### src/rtl/matrix_pipe_ctrl.sv
// Pipeline control for the 5-stage core with matrix extension: load-use stalls, branch flushes
// and multi-row matrix op sequencing (row load/store over a ready handshake, mopa accumulate).
module matrix_pipe_ctrl #(
  parameter int unsigned ROWS        = 4,
  parameter int unsigned MOPA_CYCLES = 4,
  parameter int unsigned CNT_W       = 3
) (
  input  logic             clk,
  input  logic             rst,
  input  logic [4:0]       id_rs1,
  input  logic [4:0]       id_rs2,
  input  logic             id_mem2matrix,
  input  logic             id_matrix2mem,
  input  logic             id_matrix_write_mopa,
  input  logic [4:0]       ex_rd,
  input  logic             ex_mem_read,
  input  logic             ex_br_taken,
  input  logic             mem_ready,
  output logic             pc_stall,
  output logic             if_id_stall,
  output logic             if_id_flush,
  output logic             id_ex_flush,
  output logic             mx_req,
  output logic             mx_store,
  output logic [CNT_W-1:0] mx_row_idx,
  output logic             mx_busy,
  output logic             mx_done
);

  typedef enum logic [2:0] {StIdle, StLoad, StStore, StMopa, StDone} state_e;

  state_e           r_state;
  logic [CNT_W-1:0] r_cnt;

  logic w_load_use;
  logic w_mx_op;
  logic w_last_row;
  logic w_last_step;

  assign w_load_use  = ex_mem_read && (ex_rd != 5'd0) &&
                       ((ex_rd == id_rs1) || (ex_rd == id_rs2));
  assign w_mx_op     = id_mem2matrix || id_matrix2mem || id_matrix_write_mopa;
  assign w_last_row  = (r_cnt == CNT_W'(ROWS - 1));
  assign w_last_step = (r_cnt == CNT_W'(MOPA_CYCLES - 1));

  always_ff @(posedge clk) begin
    if (!rst) begin
      r_state <= StIdle;
      r_cnt   <= '0;
    end else begin
      case (r_state)
        StIdle: begin
          // Branch and load-use both outrank a matrix op; it triggers on a later cycle.
          if (!ex_br_taken && !w_load_use && w_mx_op) begin
            r_cnt <= '0;
            if (id_mem2matrix)      r_state <= StLoad;
            else if (id_matrix2mem) r_state <= StStore;
            else                    r_state <= StMopa;
          end
        end
        StLoad, StStore: begin
          if (mem_ready) begin
            if (w_last_row) begin
              r_cnt   <= '0;
              r_state <= StDone;
            end else begin
              r_cnt <= r_cnt + CNT_W'(1);
            end
          end
        end
        StMopa: begin
          if (w_last_step) begin
            r_cnt   <= '0;
            r_state <= StDone;
          end else begin
            r_cnt <= r_cnt + CNT_W'(1);
          end
        end
        StDone:  r_state <= StIdle;
        default: r_state <= StIdle;
      endcase
    end
  end

  always_comb begin
    pc_stall    = 1'b0;
    if_id_stall = 1'b0;
    if_id_flush = 1'b0;
    id_ex_flush = 1'b0;
    mx_req      = 1'b0;
    mx_store    = 1'b0;
    mx_row_idx  = '0;
    mx_busy     = 1'b0;
    mx_done     = 1'b0;
    if (rst) begin
      case (r_state)
        StIdle: begin
          if (ex_br_taken) begin
            if_id_flush = 1'b1;
            id_ex_flush = 1'b1;
          end else if (w_load_use || w_mx_op) begin
            pc_stall    = 1'b1;
            if_id_stall = 1'b1;
            id_ex_flush = 1'b1;
          end
        end
        StLoad, StStore: begin
          pc_stall    = 1'b1;
          if_id_stall = 1'b1;
          id_ex_flush = 1'b1;
          mx_req      = 1'b1;
          mx_store    = (r_state == StStore);
          mx_row_idx  = r_cnt;
          mx_busy     = 1'b1;
        end
        StMopa: begin
          pc_stall    = 1'b1;
          if_id_stall = 1'b1;
          id_ex_flush = 1'b1;
          mx_row_idx  = r_cnt;
          mx_busy     = 1'b1;
        end
        StDone: begin
          // Stalls drop so the held instruction enters ID/EX at this edge.
          mx_busy = 1'b1;
          mx_done = 1'b1;
        end
        default: ;
      endcase
    end
  end

endmodule

### config.mk
export PLATFORM = sky130hd
export DESIGN_NAME = matrix_pipe_ctrl
export DESIGN_NICKNAME = d
export VERILOG_FILES = /design/src/rtl/matrix_pipe_ctrl.sv
export SDC_FILE = /design/constraint.sdc
export NUM_CORES = 1
export LEC_CHECK = 0
export CAP_MARGIN = 20
export CELL_PAD_IN_SITES_DETAIL_PLACEMENT = 0
export CELL_PAD_IN_SITES_GLOBAL_PLACEMENT = 1
export CORE_AREA = 2 2 52 54
export DETAILED_ROUTE_END_ITERATION = 16
export DIE_AREA = 0 0 54 56
export GPL_TIMING_DRIVEN = 0
export HOLD_SLACK_MARGIN = 0.15
export PLACE_DENSITY = 0.72
export SLEW_MARGIN = 20
export SYNTH_ARGS = -nofsm -noshare
export SYNTH_HDL_FRONTEND = slang
export SYNTH_SLANG_ARGS = --single-unit
### constraint.sdc
create_clock -name clk -period 2.2 [get_ports clk]
set_clock_uncertainty 0.2 [all_clocks]
set_input_delay 0.22 -clock clk [delete_from_list [all_inputs] [get_ports clk]]
set_output_delay 0.22 -clock clk [all_outputs]
set_load 0.005 [all_outputs]
==> reports/qor.yml <==
cts_hold_repair.buffers: 0
detailedRoute.firstPassIterationCount: 4
worst_ir_drop_vdd_mv: 0.3552
power_density_mw_per_mm2: 387.0
post_synth_instance_area_um2: 560.5
final_area_mm2: 0.001030
postSynthCellCount: 73
io_pins: 34
critPathLaunchType: "register"
antenna_cells_inserted: 0
gp_congestion: 0.7498
place_hpwl_um: 1306
netlist_top_cells_area: "sky130_fd_sc_hd__dfxtp_1 21%, sky130_fd_sc_hd__xor2_1 16%, sky130_fd_sc_hd__nor3_1 5.4%"
tritoncts: "done"
critical-path-slowest-cell: "sky130_fd_sc_hd__clkdlybuf4s50_1"
cts_num_sinks: 6
status: "finished, final reports clean"
worstSetupEndpointType: "primary output"
clk_latency_ps: 250
cp_num_buf_inv: 2
drive_above_1_share: 0.2703
final_net_count: 137
delay_of_the_slowest_critical_path_stage_ps: 500
finalSetupViolCount: 0
postSynth.asyncResetShare: 0
syn_avg_cell_area_um2: 7.679
report.power.total_mw: 0.3985
total_via_count_in_the_routed_design: 654
cts-htree-levels: 1
synth_cell_type_count: 34
fin_util: 0.4234
initial_core_utilization: 0.2305
ant_nets: 0
track_usage: 0.1145
grt_pass1_wl_um: 2628
rows: 18
max_clock_freq_mhz: 474.6
dpl_cell_area_um2: 928.4
family_with_the_most_delay_on_the_worst_path: "buffers and inverters"
dpl.cell_count: 136
ctsRootBufferMaster: "sky130_fd_sc_hd__clkbuf_4"
timing.final.max_slew_violations: 0
critPathKind: "reg -> out"
synth_area_leader_cell: "sky130_fd_sc_hd__dfxtp_1"
timing.critical_path.required_ps: 1780
power.leakage_nw: 0.4466
finalNonFillerCells: 141
post-synth-top-area-fraction: 0.2143
via_per_inst: 4.638
coreArea_mm2: 0.002432
met2_layer_usage_reported_by_global_route: 0.1847
actual_slew_at_the_worst_max_slew_pin_ps: 562.6
rsz_0062_raised_after_global_routing: "no"
timing.critical_path.arrival_ps: 1690
layer_with_the_highest_usage_after_global_routing: "met2"
synth_top_flop_cell: "sky130_fd_sc_hd__dfxtp_1"
syn-num-nets: 97
design.die.area_mm2: 0.003024
routed_wire_length_per_instance_um: 12.06
path_max_fanout: 5
min_path_type: "reg -> reg"
detail_route.iter0.violations: 12
grtUsageMet3: 0.04032
die_width_um: 54
grt_antenna_before_repair: 0
grt_max_degree: 12
synth_seq_area_share: 0.2143
cts_made_buffers: 3
yosys_warnings: 0
grt_pass1_vias: 618
worst_rel_slew_slack: 0.6221
hold_ws_ps: 261.8
path_clk_slew_ps: 50
finalCriticalPeriod_ps: 2107
drt_wl_total_um: 1700
layout-area-overhead-vs-synth_pct: 83.71
die_h_um: 56
groute.layer.met1.usage: 0.1401
timing_hold_violations_final: 0
grt-ovfl-total: 0
ys_ff_latch: 6
clock_path_buffers: 2
drv_cap: 0
post-route-period-util: 0.9578
io_buffer_count: 33
drt_drc_violations_left: 0
critical_path.cell_chain: "buf_6, nor2_4, or2_2, nor2_1, clkdlybuf4s50_1"
synth_edf_count: 0
[cell families (layout without fill, tap and decap cells)]
logic type / after synthesis / count (layout) / share of synthesized area
simple gates: 34 / 34 / 0.3237
compound gates: 17 / 17 / 0.2299
xor+xnor: 10 / 10 / 0.1562
flops: 6 / 6 / 0.2143
buf+inv: 4 / 42 / 0.03570
fa+ha+maj: 1 / 1 / 0.02232
mux: 1 / 1 / 0.01786
[through the flow]
stage	setup TNS [ps]	setup slack, ps
after floorplan	0	440.9
after global placement	-2627	-641.7
after detailed placement	-2540	-627.7
after CTS	0	5.337
after global routing	0	5.699
final	0	92.84
[layout by cell type (no fill, tap or decap), drive strengths merged, types with 2 or more instances in the layout]
cell type	synthesis	layout
a21oi	3	3
a21o	2	2
and2	4	4
dfxtp	6	6
clkdlybuf4s15	0	3
nand2	6	6
or2	2	2
o32ai	2	2
clkbuf	1	5
dlygate4sd2	0	3
buf	2	6
clkdlybuf4s50	0	21
nor2	9	9
dlymetal6s2s	0	3
a31oi	2	2
nor3	6	6
xor2	10	10
[layer usage]
layer | wire length, µm | vias to the layer above
li1 | - | 344
met1 | 724 | 289
met2 | 848 | 19
met3 | 114 | 2
met4 | 14 | 0
met5 | 0 | -
[report_power, final]
part | total [mW] | switching (mW) | internal [mW] | leakage, nW
Combinational | 0.170 | 0.0731 | 0.0968 | 0.382
Clock | 0.101 | 0.0389 | 0.0616 | 0.0138
Sequential | 0.128 | 0.0123 | 0.116 | 0.0503
Total | 0.398 | 0.124 | 0.274 | 0.447
[registers in the layout (all words and copies together), names as in the netlist]
| register | count |
|---|---|
| r_state | 3 |
| r_cnt | 3 |
[cell usage after synthesis, drive strengths merged, types with 2 or more instances]
library cell,number
o32ai,2
a21o,2
a21oi,3
nand2,6
a31oi,2
xor2,10
dfxtp,6
and2,4
or2,2
nor3,6
nor2,9
buf,2
[path summary, 6_finish.rpt]
kind	startpoint	end	slack [ps]	depth (start not counted)
max	r_state[1]	mx_row_idx[2]	90	5
min	r_cnt[2]	r_cnt[2]	260	1
max reg2reg	r_state[1]	r_cnt[1]	420	6
min reg2reg	r_cnt[2]	r_cnt[2]	260	1
[what timing repair did]
| item | 4_1_cts | 5_1_grt |
|---|---|---|
| cloned | 0 | 1 |
| resized for setup | 21 | 19 |
| pin swaps | 6 | 4 |
| setup buffers | 2 | 1 |
| setup endpoints to repair | 10 | 9 |
[layout make-up]
cell class	instances	area [µm²]
plain buffers	1	11.26
flip-flops and latches	6	126.4
well taps	30	37.54
multi-input cells	63	480.5
inverters	1	3.754
fillers	254	1403
clock buffers	3	22.52
repair buffers	37	347.8
(Power assumes the default switching activity.)
